==> src/rtl/rr_find_first_set.sv <==
// rr_find_first_set
// Two-stage registered rotating find-first-set. Stage 1 registers the request
// vector and start position; a combinational core picks the first set bit at
// or above the start position (wrapping past the MSB back to bit 0); stage 2
// registers the echoes plus the one-hot, encoded and any-set results.
module rr_find_first_set #(
    parameter  int W  = 32,
    localparam int IW = $clog2(W)
) (
    input  logic          clk,
    input  logic          arst_n,
    input  logic          vld_i,
    input  logic [W-1:0]  x_i,
    input  logic [IW-1:0] pos_i,
    output logic          vld_o,
    output logic [W-1:0]  x_o,
    output logic [IW-1:0] pos_o,
    output logic          any_o,
    output logic [W-1:0]  y_o,
    output logic [IW-1:0] y_enc_o
);

    // Isolates the least significant set bit; zero in gives zero out.
    function automatic logic [W-1:0] lowest_set(input logic [W-1:0] v);
        return v & (~v + W'(1));
    endfunction

    // Binary index of a one-hot (or zero) vector; zero maps to index 0.
    function automatic logic [IW-1:0] onehot_to_idx(input logic [W-1:0] oh);
        logic [IW-1:0] idx;
        idx = '0;
        for (int i = 0; i < W; i++) begin
            if (oh[i]) idx = idx | IW'(i);
        end
        return idx;
    endfunction

    logic          r_vld_p1;
    logic [W-1:0]  r_x_p1;
    logic [IW-1:0] r_pos_p1;

    logic [W-1:0]  w_mask;
    logic [W-1:0]  w_hi;
    logic [W-1:0]  w_src;
    logic [W-1:0]  w_y;
    logic [IW-1:0] w_enc;
    logic          w_any;

    logic          r_vld_p2;
    logic [W-1:0]  r_x_p2;
    logic [IW-1:0] r_pos_p2;
    logic          r_any_p2;
    logic [W-1:0]  r_y_p2;
    logic [IW-1:0] r_enc_p2;

    // ---- stage 1: unconditional input capture ----
    always_ff @(posedge clk or negedge arst_n) begin
        if (!arst_n) begin
            r_vld_p1 <= 1'b0;
            r_x_p1   <= '0;
            r_pos_p1 <= '0;
        end else begin
            r_vld_p1 <= vld_i;
            r_x_p1   <= x_i;
            r_pos_p1 <= pos_i;
        end
    end

    // Thermometer-mask search: look among bits >= pos first; if none are set,
    // the wrapped search reduces to the lowest set bit of the whole vector.
    always_comb begin
        w_mask = {W{1'b1}} << r_pos_p1;
        w_hi   = r_x_p1 & w_mask;
        w_src  = (|w_hi) ? w_hi : r_x_p1;
        w_y    = lowest_set(w_src);
        w_enc  = onehot_to_idx(w_y);
        w_any  = |r_x_p1;
    end

    // ---- stage 2: result and echo registers driving the outputs ----
    always_ff @(posedge clk or negedge arst_n) begin
        if (!arst_n) begin
            r_vld_p2 <= 1'b0;
            r_x_p2   <= '0;
            r_pos_p2 <= '0;
            r_any_p2 <= 1'b0;
            r_y_p2   <= '0;
            r_enc_p2 <= '0;
        end else begin
            r_vld_p2 <= r_vld_p1;
            r_x_p2   <= r_x_p1;
            r_pos_p2 <= r_pos_p1;
            r_any_p2 <= w_any;
            r_y_p2   <= w_y;
            r_enc_p2 <= w_enc;
        end
    end

    assign vld_o   = r_vld_p2;
    assign x_o     = r_x_p2;
    assign pos_o   = r_pos_p2;
    assign any_o   = r_any_p2;
    assign y_o     = r_y_p2;
    assign y_enc_o = r_enc_p2;

endmodule

==> config.mk <==
export PLATFORM = sky130hd
export DESIGN_NAME = rr_find_first_set
export DESIGN_NICKNAME = d
export VERILOG_FILES = /design/src/rtl/rr_find_first_set.sv
export SDC_FILE = /design/constraint.sdc
export NUM_CORES = 1
export LEC_CHECK = 0
export ABC_AREA = 1
export CAP_MARGIN = 20
export CORE_MARGIN = 2
export CORE_UTILIZATION = 50
export CTS_BUF_LIST = sky130_fd_sc_hd__clkbuf_16
export CTS_CLUSTER_SIZE = 28
export DETAILED_ROUTE_END_ITERATION = 10
export GPL_ROUTABILITY_DRIVEN = 0
export HOLD_SLACK_MARGIN = 0.08
export PLACE_DENSITY = 0.9
export SYNTH_ARGS = -nofsm -noshare
export SYNTH_HDL_FRONTEND = slang
export SYNTH_SLANG_ARGS = --single-unit
==> constraint.sdc <==
create_clock -name clk -period 3.15 [get_ports clk]
set_clock_uncertainty 0.1 [all_clocks]
set_input_delay 0.945 -clock clk [delete_from_list [all_inputs] [get_ports clk]]
set_output_delay 0.945 -clock clk [all_outputs]
set_load 0.1 [all_outputs]
Word-level counts from Yosys, hierarchy flattened
Cells that the tools add are included.
{"block": "word_totals", "ff_bits": 114, "in_bits": 40, "wordCells": 48}
{"block": "op_classes", "muxes": 32, "bitwise_logic": 3, "n_reduce_logical": 2, "n_shift": 1, "n_addsub": 1}
{"op": "2-to-1 mux 5 bit", "count": 16}
{"op": "AND 32 bit", "count": 2}
{"op": "OR reduction 32 bit", "count": 2}
{"op": "adder 32 x 1 -> 32 bit (second input constant)", "count": 1}
{"op": "2-to-1 mux 32 bit", "count": 1}
{"op": "2-to-1 mux 4 bit", "count": 8}
{"op": "inverter 32 bit", "count": 1}
{"op": "left shift 32 x 5 -> 32 bit (first input constant)", "count": 1}
{"op": "2-to-1 mux 3 bit", "count": 4}
{"op": "2-to-1 mux 2 bit", "count": 2}
{"op": "2-to-1 mux 1 bit", "count": 1}

Depth between registers and ports, before layout
Gate-level depths: netlist of run 1.
{"block": "logic_depth", "word_depth": 38, "mapped_depth": 23, "ltp_nobuf": 21}

Least setup slack after synthesis of run 1
No wires, ideal clock.
{"block": "synth_timing", "path_kind": "register to register", "start": "register r_pos_p1[3]", "end": "register r_enc_p2[0] (netlist: y_enc_o[0])", "setup_ps": 68, "synth_period_minus_slack_ps": 2413, "t_arrival_ps": 2244, "stages_incl_launch_ff": 22, "path_buffers": 2, "setup_slack_ps": 737, "cell_sequence": "dfrtp_1 > buf_6 > nor2_4 > nand2_1 > inv_1 > nand2_1 > nand2_1 > nor2_1 > nand2_1 > nor2_2 > buf_4 > nand3_1 > nand2_1 > nor2_2 > nand2_1 > nor2_2 > nand2_1 > nor2_2 > nand2_1 > nand2_1 > nor2_1 > nand3_1"}
{"block": "synth_between", "elab_chain_cells": 38}
{"element": "start: declaration", "line_no": "40", "rtl": "logic [IW-1:0] r_pos_p1;"}
{"element": "start signal: assignment", "line_no": "65", "rtl": "r_pos_p1 <= pos_i;"}
{"element": "left shift 32 x 5 -> 32 bit (*)", "line_no": "72", "rtl": "w_mask = {W{1'b1}} << r_pos_p1;"}
{"element": "AND 32 bit (*)", "line_no": "73", "rtl": "w_hi = r_x_p1 & w_mask;"}
{"element": "OR reduction 32 bit", "line_no": "74", "rtl": "w_src = (|w_hi) ? w_hi : r_x_p1;"}
{"element": "2-to-1 mux 32 bit (*)", "line_no": "74"}
{"element": "inverter 32 bit", "line_no": "25", "rtl": "return v & (~v + W'(1));"}
{"element": "adder 32 x 1 -> 32 bit", "line_no": "25"}
{"element": "AND 32 bit (*)", "line_no": "25"}
{"element": "2-to-1 mux 1 bit", "line_no": "33", "rtl": "if (oh[i]) idx = idx | IW'(i);"}
{"element": "2-to-1 mux 2 bit (2 in a row)", "line_no": "33"}
{"element": "2-to-1 mux 3 bit (4 in a row)", "line_no": "33"}
{"element": "2-to-1 mux 4 bit (8 in a row)", "line_no": "33"}
{"element": "2-to-1 mux 5 bit (15 in a row)", "line_no": "33"}
{"element": "2-to-1 mux 5 bit (*)", "line_no": "33"}
{"element": "named net w_enc[0]", "line_no": "46", "rtl": "logic [IW-1:0] w_enc;"}
{"element": "end signal: assignment", "line_no": "95", "rtl": "r_enc_p2 <= w_enc;"}
{"element": "end: declaration", "line_no": "54", "rtl": "logic [IW-1:0] r_enc_p2;"}
Mark *: on every way through the listed nets, which the timed path passes. The rest lies on a longest branch.

Worst setup path in the final report of run 1
{"block": "layout_timing", "start": "register r_pos_p1[3]", "end": "register r_enc_p2[2] (netlist: y_enc_o[2])"}
{"block": "layout_between", "elab_chain_cells": 35}
{"element": "left shift 32 x 5 -> 32 bit (*)", "line_no": "72"}
{"element": "AND 32 bit (*)", "line_no": "73"}
{"element": "OR reduction 32 bit", "line_no": "74"}
{"element": "2-to-1 mux 32 bit (*)", "line_no": "74"}
{"element": "inverter 32 bit", "line_no": "25"}
{"element": "adder 32 x 1 -> 32 bit", "line_no": "25"}
{"element": "AND 32 bit (*)", "line_no": "25"}
{"element": "2-to-1 mux 3 bit (4 in a row)", "line_no": "33"}
{"element": "2-to-1 mux 4 bit (8 in a row)", "line_no": "33"}
{"element": "2-to-1 mux 5 bit (15 in a row)", "line_no": "33"}
{"element": "2-to-1 mux 5 bit (*)", "line_no": "33"}
{"element": "named net w_enc[2]", "line_no": "46"}
Marks and branches as above.

==> results by group, run 1 <==
Run status
  • Status: finished clean

STA
  • Period minus WS final: 3.01 ns
  • Max_slew headroom: 66.9%
  • F_max: 332 MHz
  • Final hold vios: 0
  • Final setup violation count: 0
  • Post-Route Hold Slack: 0.247 ns
  • Final setup TNS: 0 ns
  • Fin crit share: 95.6%
  • Slew Limit Fails: 0
  • Slew @ Worst Pin: 0.497 ns

Synthesis
  • Largest family of logic cells by synthesized area: simple AND/OR/NAND/NOR gates
  • Syn_nets: 588
  • Synthesis Warnings: 0
  • Synth top area cells: dfrtp_1 (59%), nand2_1 (10%), nor2_1 (6.7%)
  • Area share of xor/xnor cells in the synthesized design: 0%
  • Adder-cell share of the synthesized area: 0%
  • Cells after Synth: 548
  • Sequential area share after synthesis: 58.9%
  • Synth area leader: dfrtp_1
  • Async SR Flop Fraction: 100%
  • Dominant synthesized flop cell: dfrtp_1
  • Synth Cell Area: 0.00484 mm2
  • Mux cell area share after synthesis: 0%
  • EDFF count, synth: 0
  • Yosys reg bits: 114
  • Synthesized area per cell: 8.83 um2
  • Library cells used by synthesis: 31
  • Synth Area in Compound Gates: 2.66%
  • Simple-Gate Fraction of Synth Area: 31.1%
  • Post-synth top area share: 58.9%

Setup path
  • Reg-to-reg slack, setup: 0.14 ns
  • Crit end category: flip-flop
  • Buffers plus inverters on the worst setup path: 1
  • Cell family with most CP delay: simple AND/OR/NAND/NOR gates
  • Crit path kind: reg2reg
  • R2r worst-path depth: 18
  • Arrival @ worst endpoint: 3.25 ns
  • Startpoint Class: flip-flop
  • RR Endpoint: y_enc_o[2]
  • Slowest CP cell: dfrtp_2
  • Crit-path max FO: 10
  • CP endpoint: y_enc_o[2]
  • Crit-path max cell delay: 0.44 ns
  • Crit. path cell count: 18
  • Crit path from: r_pos_p1[3]
  • Most common cell on crit path: nand2_1
  • Worst path required time: 3.39 ns
  • Crit path cell chain: buf_6, o21ai_1, nand2_1, o21ai_0, nor2_1, nand2_2, nor2_2, nand3_1, nand2_1, nor2_1, nand2_1, nor2_4, nand2_1, nor2_2, nand2_2, o21ai_0, nor2_1, nand3_1
  • Reg2Reg Launch Point: r_pos_p1[3]

Clocking
  • Root buf cell: clkbuf_16
  • Hold bufs inserted after CTS: 0
  • Clk buf depth: 2
  • Clock-pin slew on the worst setup and hold paths: 0.05 ns
  • Clk sinks: 114
  • TritonCTS Buffers: 17
  • Htree depth: 4
  • Clock latency on the worst-skew pair: 0.41 ns
  • CTS tree: yes

Layout
  • Share of cells above drive strength 1: 25.4%
  • Antenna diode count: 0
  • Area added between synthesis and finish: 39.7%
  • Layout net count: 727
  • Util after Layout: 72.5%

Drt
  • DRC viols: 0
  • Drt wl/cell: 16.0 um
  • Routed vias: 4440
  • Total wire length: 13300 um
  • ANT nets after route: 0
  • First DRT Iteration DRCs: 494
  • Via density: 5.36
  • Drt pass-1 iters: 7

GRT
  • Vias in the first global route: 4416
  • Antenna violations before repair: 0
  • Gr ovfl total: 0
  • First-pass GRT wire length: 21200 um
  • Largest net degree at the start of global routing: 54
  • GR Util All Layers: 26.9%

Pwr
  • Pwr Density: 666 mW/mm2
  • Net Switching: 1.30 mW
  • Flop pwr share: 35.4%
  • Peak supply drop: 0.354 mV
  • Leak: 3.69 nW
  • Clock power share: 47.5%
  • Net Sw Frac: 28.9%
  • Internal power: 3.20 mW
  • Combinational share of power: 17.1%

Floorplanning
  • Die width: 102 um
  • Row count: 35
  • Die area: 0.0105 mm2
  • Starting density of the core: 51.9%
  • Die H: 102 um
  • Total core area: 0.00933 mm2
  • Top Ports: 116

Placement
  • Number of port buffers: 115
  • Detail Placement HPWL: 8990 um

Min path
  • Worst min-delay path startpoint: r_vld_p1
  • Hold Path Class: reg2reg

Job
  • Max-cap violations: 0
[synth_stat cells (all sizes together), types with 2 or more instances]
master	n
o21ai	13
nand4	9
a21oi	6
nand2	148
nor4	7
inv	73
nor3	2
buf	8
nor2	99
dfrtp	114
nand3	62
[stage by stage]
stage	total power, mW	cells	worst slack, ns	instance area, um2
5_1_grt	4.66	829	-0.0572	6760
4_1_cts	4.50	821	0.0791	6610
2_1_floorplan	2.13	548	0.737	4840
3_3_place_gp	2.33	789	0.185	5940
3_5_place_dp	2.35	789	0.0360	5940
6_report	4.50	829	0.140	6760
[placed cells by master, fill, tap and decap left out, drive strengths merged]
cell type and n:
nor3b 1, nand3 62, or4 1, o21bai 1, dfrtp 114, nand2 148, nand3b 1, nor4 7
buf 88, nor2 102, inv 75, a21boi 1, clkdlybuf4s50 38, nor3 2, bufinv 6, a21oi 6
clkinv 7, o21ai 13, clkbuf 17, or2 1, nand4 9
[logic make-up after synthesis]
kind of cell	Yosys count
buffers and inverters	82
AOI/OAI and AO/OA	21
and+or+nand+nor	331
DFF	114
[layout make-up]
cell class	count	area (um2)
flip-flops and latches	114	2860
fillers	635	2560
multi-input cells	355	1730
repair buffers	126	1080
clock buffers	17	425
inverters	73	274
clock inverters	15	239
well taps	129	161
[worst reg2reg max path: cells and delay by family (launching register included)]
| family | cells | cell delay (ns) |
|---|---|---|
| AOI/OAI and AO/OA | 3 | 0.47 |
| buffers and inverters | 1 | 0.16 |
| DFF | 1 | 0.44 |
| and+or+nand+nor | 14 | 1.76 |
[per-layer routing]
layer  vias up  global-route usage [%]  share of wire [%]
li1       2003                       -                  -
met1      2035                    31.7                 36
met2       329                    45.2                 50
met3        73                    7.25                8.5
met4         0                    14.2                5.0
met5         -                       0                  0
[power groups by stage]
stage	Sequential, mW	Combinational, mW	Clock [mW]
after floorplan	1.93	0.193	0
after global placement	1.61	0.722	0
after detailed placement	1.61	0.737	0
after CTS	1.59	0.742	2.17
after global routing	1.60	0.818	2.24
final	1.59	0.770	2.14
[how the worst min path moves through the flow]
stage,to,cells after the start
6_report,vld_o,0
5_1_grt,vld_o,0
4_1_cts,vld_o,0
3_5_place_dp,vld_o,0
3_3_place_gp,vld_o,0
2_1_floorplan,vld_o,0
[state kept, by name, summed over array words and instances, names as in the netlist]
name,count
any_o,1
pos_o,5
r_pos_p1,5
r_vld_p1,1
r_x_p1,32
vld_o,1
x_o,32
y_enc_o,5
y_o,32
[timing repair]
| item | in CTS | in global routing |
|---|---|---|
| pin swaps | 0 | 7 |
| gates cloned | 0 | 3 |
| endpoints found under the setup margin | 3 | 5 |
| buffers inserted | 0 | 5 |
| gates resized for setup | 2 | 24 |
(Power assumes the default switching activity.)
==> inputs of run 2 (changes only) <==
--- a/config.mk
+++ b/config.mk
@@ -7,7 +7,7 @@
 export LEC_CHECK = 0
 export ABC_AREA = 1
 export CAP_MARGIN = 20
-export CORE_MARGIN = 2
+export CORE_MARGIN = 1.5
 export CORE_UTILIZATION = 50
 export CTS_BUF_LIST = sky130_fd_sc_hd__clkbuf_16
 export CTS_CLUSTER_SIZE = 28
==> results by group, run 2 (synthesized netlist as in run 1, its figures left out) <==
GRT
  • First-pass GRT wire length: 20300 um
  • Largest net degree at the start of global routing: 57
  • Antenna violations before repair: 0
  • GR Util All Layers: 26.1%
  • Gr ovfl total: 0
  • Vias in the first global route: 4344

Setup path
  • Crit end category: flip-flop
  • Reg2Reg Launch Point: r_pos_p1[4]
  • Most common cell on crit path: nand2_1
  • Reg-to-reg slack, setup: 0.02 ns
  • Slowest CP cell: dfrtp_2
  • RR Endpoint: y_enc_o[4]
  • Crit path cell chain: buf_4, nor2_4, nand2_1, inv_1, nand2_1, nand2_1, nor2_1, nand2_1, nor2_4, buf_4, nand3_1, nand2_1, nor2_1, nand2_1, nor2_4, nand3_1, nor2_1, nor2_1, nand2_1, nor2_2, nand2_1
  • Crit-path max FO: 8
  • Worst path required time: 3.38 ns
  • CP endpoint: y_enc_o[4]
  • R2r worst-path depth: 21
  • Startpoint Class: flip-flop
  • Crit path from: r_pos_p1[4]
  • Crit path kind: reg2reg
  • Arrival @ worst endpoint: 3.37 ns
  • Crit-path max cell delay: 0.46 ns

Floorplanning
  • Die area: 0.0103 mm2
  • Row count: 35
  • Die H: 101 um
  • Die width: 101 um
  • Starting density of the core: 51.9%
  • Top Ports: 116
  • Total core area: 0.00933 mm2

Layout
  • Design area: 0.00675 mm2
  • Layout net count: 729
  • Antenna diode count: 0
  • Number of fill cells: 643
  • Commonest cells after routing, fill and taps aside: nand2_1 (129), dfrtp_1 (110), buf_4 (85)
  • Share of cells above drive strength 1: 25.8%
  • Commonest non-fill, non-tap cell in the layout: nand2_1
  • Area added between synthesis and finish: 39.5%

Drt
  • Via density: 5.39
  • Drt pass-1 iters: 7
  • Total wire length: 13100 um
  • Routed vias: 4483
  • First DRT Iteration DRCs: 460
  • ANT nets after route: 0
  • Drt wl/cell: 15.7 um
  • DRC viols: 0

Pwr
  • Peak supply drop: 0.432 mV
  • Pwr Density: 653 mW/mm2
  • Leak: 3.69 nW

STA
  • Max_slew headroom: 67.0%
  • Final setup margin: 0.0157 ns
  • Unrepaired setup endpoints after global routing: yes
  • Period minus WS final: 3.13 ns
  • Fin crit share: 99.5%
  • Slew Limit Fails: 0
  • F_max: 319 MHz
  • Slew @ Worst Pin: 0.491 ns
  • Final hold vios: 0
  • Final setup violation count: 0

Clocking
  • Clk sinks: 114
  • Clock-pin slew on the worst setup and hold paths: 0.05 ns
  • TritonCTS Buffers: 17
  • Root buf cell: clkbuf_16
  • Clk buf depth: 2
  • Htree depth: 4
  • Clock latency on the worst-skew pair: 0.40 ns
  • CTS tree: yes

Placement
  • Dpl ws: 0.0366 ns
  • Number of port buffers: 115
  • Detail Placement HPWL: 8860 um
  • Dpl cell area: 0.00594 mm2

Run status
  • Status: finished clean

Min path
  • Worst min-delay path startpoint: r_vld_p1
  • Hold Path Class: reg2reg

Job
  • Max-cap violations: 0
## run 2: report_power, final
group	switching [mW]	total [mW]	internal (mW)
combinational	0.585	0.773	0.188
sequential	0.0541	1.59	1.54
clock	0.650	2.05	1.40
total	1.29	4.41	3.12
## run 2: metrics by stage
step	power, mW	hold WS, ns	cells	utilization, %	setup TNS [ns]
6_report	4.41	0.247	831	72.4	0
5_1_grt	4.56	0.253	831	72.4	-0.649
4_1_cts	4.40	0.248	821	70.6	0
3_5_place_dp	2.35	0.236	789	63.7	0
3_3_place_gp	2.33	0.234	789	63.7	0
2_1_floorplan	2.13	0.231	548	-	0
## run 2: worst min path at each step
stage	endpoint	slack [ns]	cells after the start
floorplan	vld_o	0.23	0
global placement	vld_o	0.23	0
detailed placement	vld_o	0.24	0
CTS	vld_o	0.25	0
global route	vld_o	0.25	0
finish	vld_o	0.25	0
## run 2: layer usage
layer | global-route usage [%] | vias to the layer above | wire, um
met5 | 0 | - | 0
met4 | 15.4 | 0 | 680
met3 | 6.35 | 79 | 1120
met2 | 43.5 | 333 | 6460
met1 | 30.7 | 2074 | 4800
li1 | - | 1997 | -
## run 2: layout make-up
| class | instances | area, um2 | area share [%] |
|---|---|---|---|
| tap | 129 | 161 | 2.39 |
| clock buffer | 17 | 425 | 6.30 |
| timing repair buffer | 130 | 1100 | 16.4 |
| clock inverter | 15 | 216 | 3.21 |
| multi-input combinational | 353 | 1710 | 25.3 |
| inverter | 73 | 277 | 4.09 |
| sequential | 114 | 2860 | 42.3 |
## run 2: critical path, delay by kind of cell, from the launching register on
kind,cells,cell delay [ns]
buf+inv,3,0.42
flops,1,0.46
simple gates,18,2.07
## run 2: what timing repair did
item / 4_1_cts / 5_1_grt
endpoints found under the setup margin: 4 / 7
gates cloned: 0 / 3
hold buffers: 0 / 0
setup buffers: 0 / 7
pin swaps: 0 / 7
gates resized for setup: 2 / 28
==> inputs of run 3 (changes only) <==
--- a/config.mk
+++ b/config.mk
@@ -13,8 +13,10 @@
 export CTS_CLUSTER_SIZE = 28
 export DETAILED_ROUTE_END_ITERATION = 10
 export GPL_ROUTABILITY_DRIVEN = 0
+export GPL_TIMING_DRIVEN = 0
 export HOLD_SLACK_MARGIN = 0.08
 export PLACE_DENSITY = 0.9
+export SLEW_MARGIN = 20
 export SYNTH_ARGS = -nofsm -noshare
 export SYNTH_HDL_FRONTEND = slang
 export SYNTH_SLANG_ARGS = --single-unit
==> results by group, run 3 (synthesized netlist as in run 1, its figures left out) <==
Layout
  • Total area of sequential cells: 0.00285 mm2
  • Commonest cells after routing, fill and taps aside: nand2_1 (130), clkdlybuf4s50_1 (114), dfrtp_1 (113)
  • Share of cells above drive strength 1: 13.2%
  • Number of fill cells: 604
  • Multi-input logic area: 0.00169 mm2
  • Commonest non-fill, non-tap cell in the layout: nand2_1
  • Design area: 0.00686 mm2
  • Area added between synthesis and finish: 41.7%
  • Antenna diode count: 0
  • Layout net count: 725

GRT
  • Antenna violations before repair: 0
  • Largest net degree at the start of global routing: 62
  • Gr ovfl total: 0
  • First-pass GRT wire length: 20600 um
  • GR Util All Layers: 26.3%
  • Vias in the first global route: 4364

Placement
  • Dpl cell area: 0.00618 mm2
  • Detail Placement HPWL: 8850 um
  • Number of port buffers: 115

Clocking
  • Root buf cell: clkbuf_16
  • Clk sinks: 114
  • Clock-pin slew on the worst setup and hold paths: 0.05 ns
  • Clock latency on the worst-skew pair: 0.41 ns
  • TritonCTS Buffers: 17
  • Clk buf depth: 2
  • Htree depth: 4
  • CTS tree: yes
  • Hold bufs inserted after CTS: 0

STA
  • Slew @ Worst Pin: 1.02 ns
  • Final setup TNS: 0 ns
  • Post-Route Hold Slack: 0.247 ns
  • Slew Limit Fails: 0
  • F_max: 335 MHz
  • Final setup violation count: 0
  • Max_slew headroom: 31.6%
  • Final hold vios: 0
  • Period minus WS final: 2.99 ns
  • Fin crit share: 94.8%

Floorplanning
  • Total core area: 0.00933 mm2
  • Die width: 101 um
  • Starting density of the core: 51.9%
  • Row count: 35
  • Die H: 101 um
  • Top Ports: 116
  • Die area: 0.0103 mm2

Setup path
  • Crit-path max FO: 10
  • Worst path required time: 3.40 ns
  • Crit path kind: reg2reg
  • Crit end category: flip-flop
  • Arrival @ worst endpoint: 3.23 ns
  • Startpoint Class: flip-flop

Run status
  • Status: finished clean

Drt
  • Drt wl/cell: 15.5 um
  • Total wire length: 12800 um
  • Via density: 5.36
  • ANT nets after route: 0
  • First DRT Iteration DRCs: 612
  • Drt pass-1 iters: 7
  • DRC viols: 0
  • Routed vias: 4428

Job
  • Max-cap violations: 0

Min path
  • Hold Path Class: reg2reg

Pwr
  • Final Power: 4.22 mW
  • Peak supply drop: 0.367 mV
  • Pwr Density: 616 mW/mm2
  • Leak: 3.56 nW
run 3: changes by cell type in the layout (fill, tap and decap cells not counted), moves of 2 or more:
cell	change
clkinv_1	+4
bufinv_16	-2
nor2_2	-2
nor2_1	+2
buf_4	-84
clkdlybuf4s50_1	+76
o21ai_1	-2
dfrtp_1	+3
dfrtp_2	-3
buf_6	+6
run 3: where the power goes:
group | leakage [nW] | switching [mW] | internal, mW | total, mW
registers | 1.40 | 0.0498 | 1.54 | 1.59
clock network | 0.281 | 0.621 | 1.22 | 1.84
logic | 1.88 | 0.590 | 0.207 | 0.798
total | 3.56 | 1.26 | 2.96 | 4.22
run 3: through the flow:
stage / util (%) / instances / worst slack (ns)
3_3_place_gp: 66.0 / 792 / -2.71
6_report: 73.5 / 826 / 0.164
2_1_floorplan: - / 548 / 0.737
5_1_grt: 73.5 / 826 / -0.0410
3_5_place_dp: 66.3 / 793 / 0.0651
4_1_cts: 72.4 / 824 / 0.0322
run 3: path summary, 6_finish.rpt:
path,cells after the start,slack [ns],endpoint,start
min,0,0.25,vld_o,r_vld_p1
max reg2reg,21,0.16,y_enc_o[4],r_pos_p1[2]
min in group asynchronous,1,0.38,r_x_p1[7],arst_n
max in group asynchronous,2,1.93,y_o[23],arst_n
max,21,0.16,y_enc_o[4],r_pos_p1[2]
min reg2reg,0,0.25,vld_o,r_vld_p1
run 3: area by class of cell:
type / instances / share of cell area, %
multi-input combinational: 352 / 24.6
timing repair buffer: 118 / 17.6
clock buffer: 17 / 6.20
inverter: 73 / 4.00
sequential: 114 / 41.6
clock inverter: 14 / 2.15
tap: 129 / 2.35
buffer: 9 / 1.42
run 3: worst max-delay path, cell delays in order, from the launching register on:
cell and delay, ns:
dfrtp_1 0.44, buf_6 0.17, nor2_1 0.18, nand2_1 0.10
nand2_1 0.07, nand2_1 0.07, nand2_1 0.07, nor2_1 0.05
nand2_1 0.11, nor2_4 0.07, buf_6 0.14, nand3_1 0.08
nand2_1 0.12, nor2_1 0.22, nand2_1 0.12, nor2_4 0.19
nand3_2 0.13, nor2_1 0.22, nor2_1 0.08, nand2_1 0.07
nor2_1 0.05, nand2_1 0.06
run 3: layer usage:
layer / routed length [um] / GRT usage (%)
met1: 4770 / 32.4
met2: 6260 / 42.4
met3: 1220 / 5.66
met4: 574 / 16.3
met5: 0 / 0
run 3: what timing repair did:
action,CTS,global route
setup buffers,0,2
resized for setup,1,26
cloned,0,0
endpoints found under the setup margin,4,5
pin swaps,0,1
==> RTL change 1, RTL diff (flow settings as in run 2) <==
Reset style: synchronous (`arst_n`), changed in 2 clocked blocks.
--- a/src/rtl/rr_find_first_set.sv
+++ b/src/rtl/rr_find_first_set.sv
@@ -54,7 +54,7 @@
     logic [IW-1:0] r_enc_p2;
 
     // ---- stage 1: unconditional input capture ----
-    always_ff @(posedge clk or negedge arst_n) begin
+    always_ff @(posedge clk) begin
         if (!arst_n) begin
             r_vld_p1 <= 1'b0;
             r_x_p1   <= '0;
@@ -78,7 +78,7 @@
     end
 
     // ---- stage 2: result and echo registers driving the outputs ----
-    always_ff @(posedge clk or negedge arst_n) begin
+    always_ff @(posedge clk) begin
         if (!arst_n) begin
             r_vld_p2 <= 1'b0;
             r_x_p2   <= '0;
Behaviour: differs if arst_n is asserted again (counterexample within 4 cycles, from zero or initial values and one cycle with arst_n low); with arst_n held inactive, the same outputs for 10 cycles.
==> RTL change 1 against run 2 <==
Sequential power fell by 3%; worst setup slack improved by 0.12 ns; power barely moved; design area fell by 1.9%; combinational power fell by 13%; area after synthesis barely moved; routed wire length fell by 3.4%; sequential cell count did not move; highest routed layer unchanged.
==> RTL change 1: results (changes against run 2) <==
Power and ir drop
  • Sequential share of power: 0.352 (-0.009)
  • Leakage: 3.705 nW (+0.33%)
  • Peak VDD IR: 0.4193 mV (-2.8%)
  • Clock group share of total power: 0.495 (+0.031)
  • Sw Share: 0.2798 (-0.01250)

Detailed routing
  • DR WL met3: 973 microns (-13%)
  • Post-DR wirelength/cell: 13.18 microns (-16%)
  • Vias per cell: 5.055 (-6.3%)
  • Starting DRC count in detailed routing: 468 (+1.7%)
  • WL met2: 6003 microns (-7.0%)
  • Met1 wire length: 5191 microns (+8.1%)

GRT
  • Vias in the first global route: 4,508 (+3.8%)
  • GRT met3 Usage: 0.06625 (+0.002761)
  • Largest net degree at the start of global routing: 56 (-1.8%)
  • Gr usage total: 0.2566 (-0.004024)
  • First-pass GRT wire length: 20,480 microns (+0.78%)
  • Grt met1 use: 0.3078 (+0.0003436)

Logic synthesis
  • Synth Flop Type: dfxtp_1
  • Synth area leaders: dfxtp_1 47%, nand2_1 16%, nor2_1 8.3%
  • Asr flop ratio synth: 0 (-1.000)
  • Post-Syn Nets: 734 (+25%)
  • Post-Syn Instances: 694 (+27%)
  • Sequential-to-total area share from yosys stat: 0.4714 (-0.1180)

Worst setup path
  • Reg2reg end: y_enc_o[3]
  • CP max FO: 15 (+7)
  • Worst Reg-to-Reg Cells: 20 (-4.8%)
  • Worst Path Arrival: 3.19 ns (-0.18 ns)
  • Slowest cell on crit path: dfxtp_2

Final layout
  • Fillers: 719 (+12%)
  • Layout cells sized above 1: 0.2002 (-0.05759)
  • Nets: 856 (+17%)
  • Non-filler cells, final: 958 (+15%)

Hold path
  • Worst Hold Path Cells: 2 (+2)
  • Min-Delay Endpoint: vld_o

Place
  • Setup WS pre-CTS: 0.05167 ns (+0.01505 ns)

Timing
  • Fin Hold WS: 0.3105 ns (+0.06371 ns)
  • Max-slew headroom: 0.6165 (-0.05343)

Clock tree
  • Post-cts sizing count: 1 (-1)
  • CTS Root Cell: clkbuf_16

Status
  • Status: completed
## RTL change 1: cell count changes after synthesis, moves of 3 or more
cell | run 2 | this run
nor2_4 | 3 | 6
nand2_1 | 135 | 204
nand2_2 | 12 | 2
nand4_1 | 9 | 15
buf_1 | 0 | 3
o21ai_1 | 7 | 2
inv_1 | 66 | 101
nand3_1 | 58 | 75
dfrtp_1 | 114 | 0
a21oi_1 | 6 | 2
nor2_1 | 87 | 107
dfxtp_1 | 0 | 114
clkbuf_1 | 0 | 9
## RTL change 1: layout make-up
type	count	area share
clock buffers	17	0.06420
clock inverters	15	0.03852
inverters	108	0.06193
multi-input cells	449	0.3076
flip-flops and latches	114	0.3455
well taps	129	0.02436
repair buffers	126	0.1579
## RTL change 1: cells by family after synthesis
group | Yosys count | share of synthesized area
simple gates | 439 | 0.4006
buf+inv | 131 | 0.1160
flops | 114 | 0.4714
compound gates | 10 | 0.01189
==> RTL change 2, RTL diff (flow settings as in run 2) <==
Without the edit above. `W`: 32 -> 64.
--- a/src/rtl/rr_find_first_set.sv
+++ b/src/rtl/rr_find_first_set.sv
@@ -4,7 +4,7 @@
 // or above the start position (wrapping past the MSB back to bit 0); stage 2
 // registers the echoes plus the one-hot, encoded and any-set results.
 module rr_find_first_set #(
-    parameter  int W  = 32,
+    parameter  int W  = 64,
     localparam int IW = $clog2(W)
 ) (
     input  logic          clk,
Ports: changed (6 resized); port bits go from 116 to 215. The function was not compared with the original's and may differ.
==> RTL change 2 against run 2 <==
The flow now stops in 5_1_grt; area after synthesis is 96% higher; synthesized cell count grew 120%.
==> RTL change 2: results (changes against run 2) <==
Timing
  • Worst ep type: register input
  • Worst setup endpoint GRT: y_enc_o[4]$_DFF_PN0_/D

Logic synthesis
  • Synth unique cells: 31 (unchanged)
  • Sequential-to-total area share from yosys stat: 0.5627 (-0.02670)
  • Synth warnings: 0 (unchanged)
  • Synth area leaders: dfrtp_1 56%, nand2_1 14%, nor2_1 8.9%
  • Asr flop ratio synth: 1.000 (unchanged)
  • Synth Flop Type: dfrtp_1
  • Post-Syn Nets: 1,267 (+120%)
  • Mean Syn Cell Area: 7.933 sq um (-10%)
  • Post-synth top cells: 360 x nand2_1, 225 x nor2_1, 213 x dfrtp_1

Clock tree
  • CTS Root Cell: clkbuf_16
  • Num Clock Sinks: 213 (+87%)
  • Max clock buf depth: 3 (+1)
  • CTS H-Tree Depth: 1 (-3)
  • CTS buffer count: 21 (+4)

Status
  • Fail Step: 5_1_grt
  • First error: [ERROR GRT-0232] Routing congestion too high. Check the congestion heatmap in the GUI.
  • Status: stopped before the end

Place
  • Setup WS pre-CTS: -0.4828 ns (-0.5194 ns)
  • DP HPWL: 24,600 microns (+180%)
  • Dpl cells: 1,855 (+140%)
  • IO buf count: 214 (+86%)

GRT
  • Gr usage total: 0.7339
  • Largest net degree at the start of global routing: 75
  • Grt total ovfl: 121
## RTL change 2: stage by stage
step | setup TNS, ns | instance area, sq um
floorplan | 0 | 9472
global placement | -3.777 | 13210
detailed placement | -7.154 | 13210
CTS | -1.062 | 14790
## RTL change 2: repair_timing
action | in CTS
resized for setup | 177
pin swaps | 42
setup buffers | 34
gates cloned | 5
setup endpoints to repair | 44
## RTL change 2: routing by layer
layer	GRT overflow	global-route usage
met4	62	0.7555
met5	0	0.2732
met1	5	0.7330
met2	52	0.8916
met3	2	0.5778
## RTL change 2: cells by family after synthesis
family	Yosys count	synth area share
AO/OA/AOI/OAI	22	0.01334
buffers and inverters	182	0.07952
flip-flops	213	0.5627
AND/OR/NAND/NOR	777	0.3444
